<file path="src/rtl/mixer_pkg.sv">
// rtl/mixer_pkg.sv - shared constants, Q4.28 values and state encoding for the motor mixer
//
// Imported by motor_mix_sequencer and mix_mac. No ports.

package mixer_pkg;

    localparam int AXIS_THROTTLE = 0;
    localparam int AXIS_ROLL     = 1;
    localparam int AXIS_PITCH    = 2;
    localparam int AXIS_YAW      = 3;
    localparam int AXES          = 4;

    localparam int FRAC_BITS_DEF = 28;

    // Q4.28 unity and negative unity
    localparam logic [31:0] ONE     = 32'h1000_0000;
    localparam logic [31:0] NEG_ONE = 32'hF000_0000;

    // Product index width: covers up to 8 motors x 4 axes plus one past the end
    localparam int IDX_W = 6;

    typedef enum logic [1:0] {
        IDLE   = 2'd0,
        MAC    = 2'd1,
        COMMIT = 2'd2
    } state_t;

endpackage

</file>
<file path="src/rtl/mix_mac.sv">
// rtl/mix_mac.sv - shared signed 32x32 multiply, arithmetic shift and 32-bit truncate
//
// Ports:
//   clk, reset_n, flush   only present with MOTOR_MIX_MULT_PIPE_EN
//   in_valid / in_tag     product request and its index tag
//   coef, operand         signed Q4.28 coefficient and signed axis demand
//   out_valid / out_tag   result qualifier and tag, aligned with term
//   term                  (coef * operand) >>> FRAC_BITS, bits [31:0]
// Macro MOTOR_MIX_MULT_PIPE_EN inserts one register stage after the shift.

module mix_mac #(
    parameter int FRAC_BITS = 28,
    parameter int TAG_W     = 6
) (
`ifdef MOTOR_MIX_MULT_PIPE_EN
    input  logic             clk,
    input  logic             reset_n,
    input  logic             flush,
`endif
    input  logic             in_valid,
    input  logic [TAG_W-1:0] in_tag,
    input  logic [31:0]      coef,
    input  logic [31:0]      operand,
    output logic             out_valid,
    output logic [TAG_W-1:0] out_tag,
    output logic [31:0]      term
);

    logic signed [63:0] coef_ext;
    logic signed [63:0] operand_ext;
    logic        [31:0] term_c;

    // Sign-extend both operands so the low 64 bits of the product are exact;
    // >>> on the signed product gives floor rounding for negative results.
    assign coef_ext    = {{32{coef[31]}}, coef};
    assign operand_ext = {{32{operand[31]}}, operand};
    assign term_c      = 32'((coef_ext * operand_ext) >>> FRAC_BITS);

`ifdef MOTOR_MIX_MULT_PIPE_EN
    logic             pipe_valid_q, pipe_valid_d;
    logic [TAG_W-1:0] pipe_tag_q,   pipe_tag_d;
    logic [31:0]      pipe_term_q,  pipe_term_d;

    always_comb begin
        pipe_valid_d = in_valid && !flush;
        pipe_tag_d   = in_tag;
        pipe_term_d  = term_c;
    end

    always_ff @(posedge clk or negedge reset_n) begin
        if (!reset_n) begin
            pipe_valid_q <= 1'b0;
            pipe_tag_q   <= '0;
            pipe_term_q  <= '0;
        end else begin
            pipe_valid_q <= pipe_valid_d;
            pipe_tag_q   <= pipe_tag_d;
            pipe_term_q  <= pipe_term_d;
        end
    end

    assign out_valid = pipe_valid_q;
    assign out_tag   = pipe_tag_q;
    assign term      = pipe_term_q;
`else
    assign out_valid = in_valid;
    assign out_tag   = in_tag;
    assign term      = term_c;
`endif

endmodule

</file>
<file path="src/rtl/motor_mix_sequencer.sv">
// rtl/motor_mix_sequencer.sv - time-multiplexed motor mixer sharing one multiply-shift unit
//
// Ports:
//   clk, reset_n          clock, asynchronous active-low reset
//   start                 single-cycle mix request
//   armed, failsafe       safety inputs; disarm or failsafe forces motor_out to 0
//   in_throttle/roll/pitch/yaw   signed 32-bit demands, latched on accepted start
//   busy                  high while a mix sequence runs
//   done                  one-cycle pulse, motor_out updated in the same cycle
//   motor_out             NUM_MOTORS x 32-bit signed commands, motor m at [m*32 +: 32]
// Macro MOTOR_MIX_MULT_PIPE_EN adds a pipe stage in mix_mac (one extra cycle of latency).

module motor_mix_sequencer
    import mixer_pkg::*;
#(
    parameter int                             NUM_MOTORS = 4,
    parameter int                             FRAC_BITS  = FRAC_BITS_DEF,
    parameter logic [NUM_MOTORS*AXES*32-1:0]  MIX_COEFFS = '0
) (
    input  logic                     clk,
    input  logic                     reset_n,
    input  logic                     start,
    input  logic                     armed,
    input  logic                     failsafe,
    input  logic [31:0]              in_throttle,
    input  logic [31:0]              in_roll,
    input  logic [31:0]              in_pitch,
    input  logic [31:0]              in_yaw,
    output logic                     busy,
    output logic                     done,
    output logic [NUM_MOTORS*32-1:0] motor_out
);

    localparam int TOTAL = NUM_MOTORS * AXES;

    state_t                  state_q, state_d;
    logic                    busy_q, busy_d;
    logic                    done_q, done_d;
    logic [IDX_W-1:0]        idx_q, idx_d;
    logic [31:0]             acc_q, acc_d;
    logic [31:0]             in_q [AXES];
    logic [31:0]             in_d [AXES];
    logic [31:0]             shadow_q [NUM_MOTORS];
    logic [31:0]             shadow_d [NUM_MOTORS];
    logic [NUM_MOTORS*32-1:0] motor_out_q, motor_out_d;

    logic             abort;
    logic             issue_valid;
    logic [31:0]      coef;
    logic [31:0]      operand;
    logic             term_valid;
    logic [IDX_W-1:0] term_idx;
    logic [31:0]      term;
    logic [31:0]      acc_sum;

    assign abort       = !armed || failsafe;
    // In the piped build idx runs one past the end while the last product drains
    assign issue_valid = (state_q == MAC) && (idx_q < IDX_W'(TOTAL));
    assign operand     = in_q[idx_q[1:0]];

    always_comb begin
        coef = '0;
        for (int i = 0; i < TOTAL; i++) begin
            if (idx_q == IDX_W'(i)) coef = MIX_COEFFS[i*32 +: 32];
        end
    end

    mix_mac #(
        .FRAC_BITS (FRAC_BITS),
        .TAG_W     (IDX_W)
    ) u_mac (
`ifdef MOTOR_MIX_MULT_PIPE_EN
        .clk       (clk),
        .reset_n   (reset_n),
        .flush     (abort),
`endif
        .in_valid  (issue_valid),
        .in_tag    (idx_q),
        .coef      (coef),
        .operand   (operand),
        .out_valid (term_valid),
        .out_tag   (term_idx),
        .term      (term)
    );

    always_comb begin
        state_d     = state_q;
        busy_d      = busy_q;
        done_d      = 1'b0;
        idx_d       = idx_q;
        acc_d       = acc_q;
        in_d        = in_q;
        shadow_d    = shadow_q;
        motor_out_d = motor_out_q;
        acc_sum     = acc_q + term;

        case (state_q)
            IDLE: begin
                if (start && !abort) begin
                    in_d[AXIS_THROTTLE] = in_throttle;
                    in_d[AXIS_ROLL]     = in_roll;
                    in_d[AXIS_PITCH]    = in_pitch;
                    in_d[AXIS_YAW]      = in_yaw;
                    idx_d   = '0;
                    acc_d   = '0;
                    busy_d  = 1'b1;
                    state_d = MAC;
                end
            end
            MAC: begin
                if (issue_valid) idx_d = idx_q + IDX_W'(1);
                // Accumulation follows the tag coming out of mix_mac, so it
                // stays aligned with its idx whether or not the pipe is present.
                if (term_valid) begin
                    if (term_idx[1:0] == 2'(AXIS_YAW)) begin
                        for (int m = 0; m < NUM_MOTORS; m++) begin
                            if (term_idx[IDX_W-1:2] == (IDX_W-2)'(m)) shadow_d[m] = acc_sum;
                        end
                        acc_d = '0;
                    end else begin
                        acc_d = acc_sum;
                    end
                    if (term_idx == IDX_W'(TOTAL - 1)) state_d = COMMIT;
                end
            end
            COMMIT: begin
                for (int m = 0; m < NUM_MOTORS; m++) motor_out_d[m*32 +: 32] = shadow_q[m];
                done_d  = 1'b1;
                busy_d  = 1'b0;
                state_d = IDLE;
            end
            default: state_d = IDLE;
        endcase

        // Safety override wins over every other update
        if (abort) begin
            state_d     = IDLE;
            busy_d      = 1'b0;
            done_d      = 1'b0;
            idx_d       = '0;
            acc_d       = '0;
            motor_out_d = '0;
        end
    end

    always_ff @(posedge clk or negedge reset_n) begin
        if (!reset_n) begin
            state_q     <= IDLE;
            busy_q      <= 1'b0;
            done_q      <= 1'b0;
            idx_q       <= '0;
            acc_q       <= '0;
            in_q        <= '{default: '0};
            shadow_q    <= '{default: '0};
            motor_out_q <= '0;
        end else begin
            state_q     <= state_d;
            busy_q      <= busy_d;
            done_q      <= done_d;
            idx_q       <= idx_d;
            acc_q       <= acc_d;
            in_q        <= in_d;
            shadow_q    <= shadow_d;
            motor_out_q <= motor_out_d;
        end
    end

    assign busy      = busy_q;
    assign done      = done_q;
    assign motor_out = motor_out_q;

endmodule

</file>
<file path="config.mk">
export PLATFORM = sky130hd
export DESIGN_NAME = motor_mix_sequencer
export DESIGN_NICKNAME = d
export VERILOG_FILES = /design/src/rtl/mixer_pkg.sv /design/src/rtl/mix_mac.sv /design/src/rtl/motor_mix_sequencer.sv
export SDC_FILE = /design/constraint.sdc
export NUM_CORES = 1
export LEC_CHECK = 0
export ABC_AREA = 1
export BUFFER_PORTS_ARGS = -buffer_cell sky130_fd_sc_hd__buf_2
export CORE_AREA = 2 2 102 104
export CTS_CLUSTER_SIZE = 8
export DETAILED_ROUTE_END_ITERATION = 7
export DIE_AREA = 0 0 104 106
export GPL_ROUTABILITY_DRIVEN = 1
export GPL_TIMING_DRIVEN = 0
export HOLD_SLACK_MARGIN = 0.08
export PLACE_DENSITY_LB_ADDON = 0.1
export SETUP_SLACK_MARGIN = 0.5
export SYNTH_ARGS = -nofsm -noshare
export SYNTH_HDL_FRONTEND = slang
export SYNTH_SLANG_ARGS = --single-unit
</file>
<file path="constraint.sdc">
create_clock -name clk -period 1.6 [get_ports clk]
set_input_delay 0.08 -clock clk [delete_from_list [all_inputs] [get_ports clk]]
set_output_delay 0.08 -clock clk [all_outputs]
set_load 0.1 [all_outputs]
</file>
# == Word-level counts from Yosys, hierarchy flattened ==
# Cells that the tools add are included.
# totals
reg_bits,298
in_bits,133
out_inout_bits,130
elab_cells,62
# classes
addsub,1
magnitude_cmp,1
eq_ne,11
mux,21
reduce_logical,18
# op_table
cell,n
128-bit two-way mux,2
32-bit two-way mux,4
32-bit one-hot mux with 2 select lines,1
4-bit AND reduction,5
6-bit two-way mux,3
6-bit one-hot mux with 2 select lines,1
"4-bit by 2-bit equality test with 1-bit output, second input constant",2
2-bit two-way mux,4
"6-bit by 1-bit adder with 6-bit output, second input constant",1
"6-bit by 4-bit equality test with 1-bit output, second input constant",1
"6-bit by 5-bit < comparator with 1-bit output, second input constant",1
"3-bit by 2-bit != test with 1-bit output, second input constant",2
"3-bit != test, second input constant",2
3-bit AND reduction,2
3-bit nonzero test,2
"2-bit equality test, second input constant",2
"4-bit by 1-bit equality test with 1-bit output, second input constant",1
4-bit zero test,1
1-bit two-way mux,4
2-bit one-hot mux with 2 select lines,1
"2-bit by 1-bit equality test with 1-bit output, second input constant",1
1-bit logical AND,2
1-bit zero test,2
2-bit zero test,1
other kinds (4),4

# == Logic depth before layout (Yosys ltp) ==
# depth
depth_word,7
mapped_depth,7
mapped_depth_nobuf,7

# == Modules after synthesis ==
# From an unflattened synthesis, not the netlist that was laid out.
# hier_totals
cells_unflattened,6824
hier_area_um2,55813.5
# by_module_without_submodules
mod,instances,cells_each,area_each_um2,seq_area_each_um2
mix_mac,1,4667,36525.0,0.0
motor_mix_sequencer,1,2157,19288.5,10660.2

# == Worst setup path after synthesis ==
# OpenSTA, ideal clock, no wires.
# synth_path
path_type,register to register
from,reg idx_q[0]
to,reg idx_q[2]
setup_ns,0.121
arrival_time_ns,1.038
required_time_ns,1.479
setup_slack_ns,0.441
stages_incl_launch_ff,5
n_path_buf,0
synth_period_minus_slack_ns,1.159
path_cell_list,dfrtp_1 -> ha_1 -> or2_2 -> nand4_1 -> o21ai_1
# synth_via
elab_chain_cells,4
word_cells_on_any_way,8
cone_classes,1 x add/sub; 1 x order compare; 1 x eq/ne; 3 x mux; 2 x reduce/logical
# synth_rtl
item,line_no,rtl
from (decl),motor_mix_sequencer.sv:39,"logic [IDX_W-1:0] idx_q, idx_d;"
from (signal assigned),motor_mix_sequencer.sv:160,idx_q <= idx_d;
6-bit by 1-bit adder with 6-bit output / 6-bit by 5-bit < comparator with 1-bit output (equally long branches),"motor_mix_sequencer.sv:111, motor_mix_sequencer.sv:58",
6-bit two-way mux / 1-bit logical AND (equally long branches),"motor_mix_sequencer.sv:111, motor_mix_sequencer.sv:58",
6-bit one-hot mux with 2 select lines / 3-bit != test (equally long branches),-,
6-bit two-way mux / 3-bit AND reduction (equally long branches),-,
# Several ways; a longest one is shown, not always the timed one. The select of a mux whose other input is x is not followed.
# A chain may end at the register's enable or synchronous reset.

# == Final worst setup path ==
# Ends and elaborated chain as after synthesis.

==> flow_summary.json <==
{
  "final_max_slew_viol_count": 0,
  "yosysUniqueCellTypes": 18,
  "crit_path_start_kind": "flop",
  "yosysSeqAreaShare_pct": 16.6,
  "rsz0062_at_grt": "true",
  "setup_viol": 0,
  "fmax_mhz": 915,
  "vias": 1163,
  "endpoint_kind": "flop",
  "dr.pass1.iters": 4,
  "synth_edf_count": 0,
  "worstPathArrival_ns": 1.22,
  "leakagePower_nw": 1.53,
  "htree_levels": 1,
  "die-area_mm2": 0.0110,
  "yosysMostFrequentCell": "buf_4",
  "num-fill-cells": 1147,
  "vias_per_cell": 2.43,
  "postSynthAreaPerCell_um2": 7.63,
  "min_period_over_period_pct": 68.3,
  "nNetsFinal": 477,
  "timing.hold.ws_ns": 0.121,
  "dp_cells": 467,
  "grt_pass1_wl_um": 4000,
  "overflow": 0,
  "status": "complete, no violations",
  "io_pins": 263,
  "grt_max_degree": 11,
  "clock_skew_ns": 0.00652,
  "drt-total-wl_um": 2680,
  "multi_input_area_um2": 821,
  "synth_top_area_share_pct": 63.6,
  "initial_core_util_pct": 15.1,
  "cts.sinks": 10,
  "synth_xor_area_share_pct": 0,
  "hpwlAfterDp_um": 2270,
  "die_y_um": 106,
  "grt_pass1_vias": 865,
  "cts_made_buffers": 3,
  "syn2layout_area_growth_pct": 57.8,
  "cp_max_fo": 4,
  "dr.first_iter.drc_count": 32,
  "setup_ws_ns": 0.507,
  "power.density_mw_per_mm2": 932,
  "clock_latency_ns": 0.24,
  "synthSimpleGateAreaFrac_pct": 14.4,
  "fin_util_pct": 23.8,
  "ant_nets": 0,
  "cts-root-buf": "clkbuf_8",
  "die_x_um": 104,
  "synth_area_leaders": "buf_4, dfrtp_1, nand2_1, nand3_1, inv_1",
  "fin_crit_ns": 1.09,
  "rows": 37,
  "cts_max_path_buffers": 2,
  "syn_inst": 198,
  "syn_area_mm2": 0.00151,
  "routedWlPerCell_um": 5.61,
  "grt_usage_pct": 4.46,
  "ys.flop_type": "dfrtp_1",
  "diodes": 0,
  "hp-class": "input pin to flop",
  "synth_common_cells": "buf_4, nand2_1, dfrtp_1",
  "grt_antenna_before_repair": 0,
  "layout-drive-gt1-share_pct": 48.5,
  "synth_top_family_by_area": "buffers and inverters",
  "placement.io_buffers": 6,
  "route.detailed.drc": 0,
  "cts_tree": "yes",
  "criticalPathCategory": "flop to flop",
  "r2r_setup_slack_ns": 0.51,
  "cts.clk_slew.worst_paths_ns": 0.06,
  "synth_seq_cells": 10,
  "ir_worst_vdd_mv": 0.293,
  "drv_cap": 0,
  "synthAdderAreaFrac_pct": 0.828,
  "seq_area_um2": 254,
  "core_area_mm2": 0.0100,
  "synthArstFlopShare_pct": 100,
  "cp.required_ns": 1.72,
  "yosys.area.top_type": "buf_4",
  "fin_cells": 478,
  "finalHoldViolCount": 0,
  "place_congestion": 0.679,
  "fin_setup_tns_ns": 0,
  "yosys_warnings": 0,
  "dp_slack_ns": 0.416,
  "synth-compound-area-share_pct": 1.66,
  "synth_mux_area_share_pct": 0
}
[cell type report]
cell class              count  area share [%]
flip-flops and latches     10            10.7
multi-input cells         177            34.4
well taps                 136            7.14
inverters                  11            1.73
plain buffers             128            40.3
clock buffers               4            2.31
repair buffers             12            3.46
[cells in the final DEF (no fill, tap or decap), types with 2 or more instances in the layout]
cell type	count
buf_2	4
buf_4	134
clkbuf_8	4
conb_1	128
dfrtp_1	7
dfrtp_2	3
inv_1	8
inv_2	2
nand2_1	17
nand2_2	5
nand3_1	5
nand3_4	4
nand4_1	3
nor2_1	3
nor2_2	2
o21ai_1	3
o21ai_2	2
[worst paths after layout]
kind                                      startpoint                      to  depth (start not counted)
worst max-delay path            idx_q[0]$_DFFE_PN0P_    idx_q[2]$_DFFE_PN0P_                          4
worst max register to register  idx_q[0]$_DFFE_PN0P_    idx_q[2]$_DFFE_PN0P_                          4
max in group asynchronous                    reset_n  state_q[1]$_DFFE_PN0P_                          2
min in group asynchronous                    reset_n  state_q[0]$_DFFE_PN0P_                          2
worst min register to register  idx_q[5]$_DFFE_PN0P_    idx_q[5]$_DFFE_PN0P_                          2
worst min-delay path                           start  state_q[0]$_DFFE_PN0P_                          3
[report_power, final]
group / internal (mW) / switching [mW]
clock network: 0.217 / 0.111
logic: 0.238 / 1.39
registers: 0.258 / 0.00576
total: 0.713 / 1.51
[critical path, cell delays in order (launching register included)]
cell	delay [ns]
dfrtp_1	0.41
ha_4	0.19
or2_4	0.24
nand4_1	0.07
o21ai_1	0.07
[through the flow]
step | area (um^2) | power, mW
final | 2380 | 2.22
after floorplan | 1990 | 1.84
after global placement | 2190 | 1.86
after CTS | 2320 | 2.21
after detailed placement | 2190 | 1.86
after global routing | 2380 | 2.29
[kinds of logic after synthesis]
| family | count (synthesis) |
|---|---|
| and+or+nand+nor | 42 |
| adders and majority gates | 1 |
| DFF | 10 |
| buffers and inverters | 139 |
| other | 1 |
| AOI/OAI and AO/OA | 5 |
[state kept, by name, indices dropped and copies added (netlist names)]
signal and cells:
done 1, busy 1, state_q 2, idx_q 6
[metal layers]
layer	part of all wire, %	GRT usage (%)	vias to the layer above
met5	0	0	-
met4	0.75	1.16	0
met3	19	2.70	5
met2	43	7.38	95
met1	37	4.83	423
li1	-	-	640
[timing repair]
action | 4_1_cts | 5_1_grt
pin swaps | 2 | 5
hold buffers | 1 | 0
hold endpoints to repair | 10 | 0
endpoints found under the setup margin | 9 | 8
buffers inserted | 2 | 3
gates resized for setup | 10 | 11
gates cloned | 1 | 0
Power figures use the tool's default switching activity.
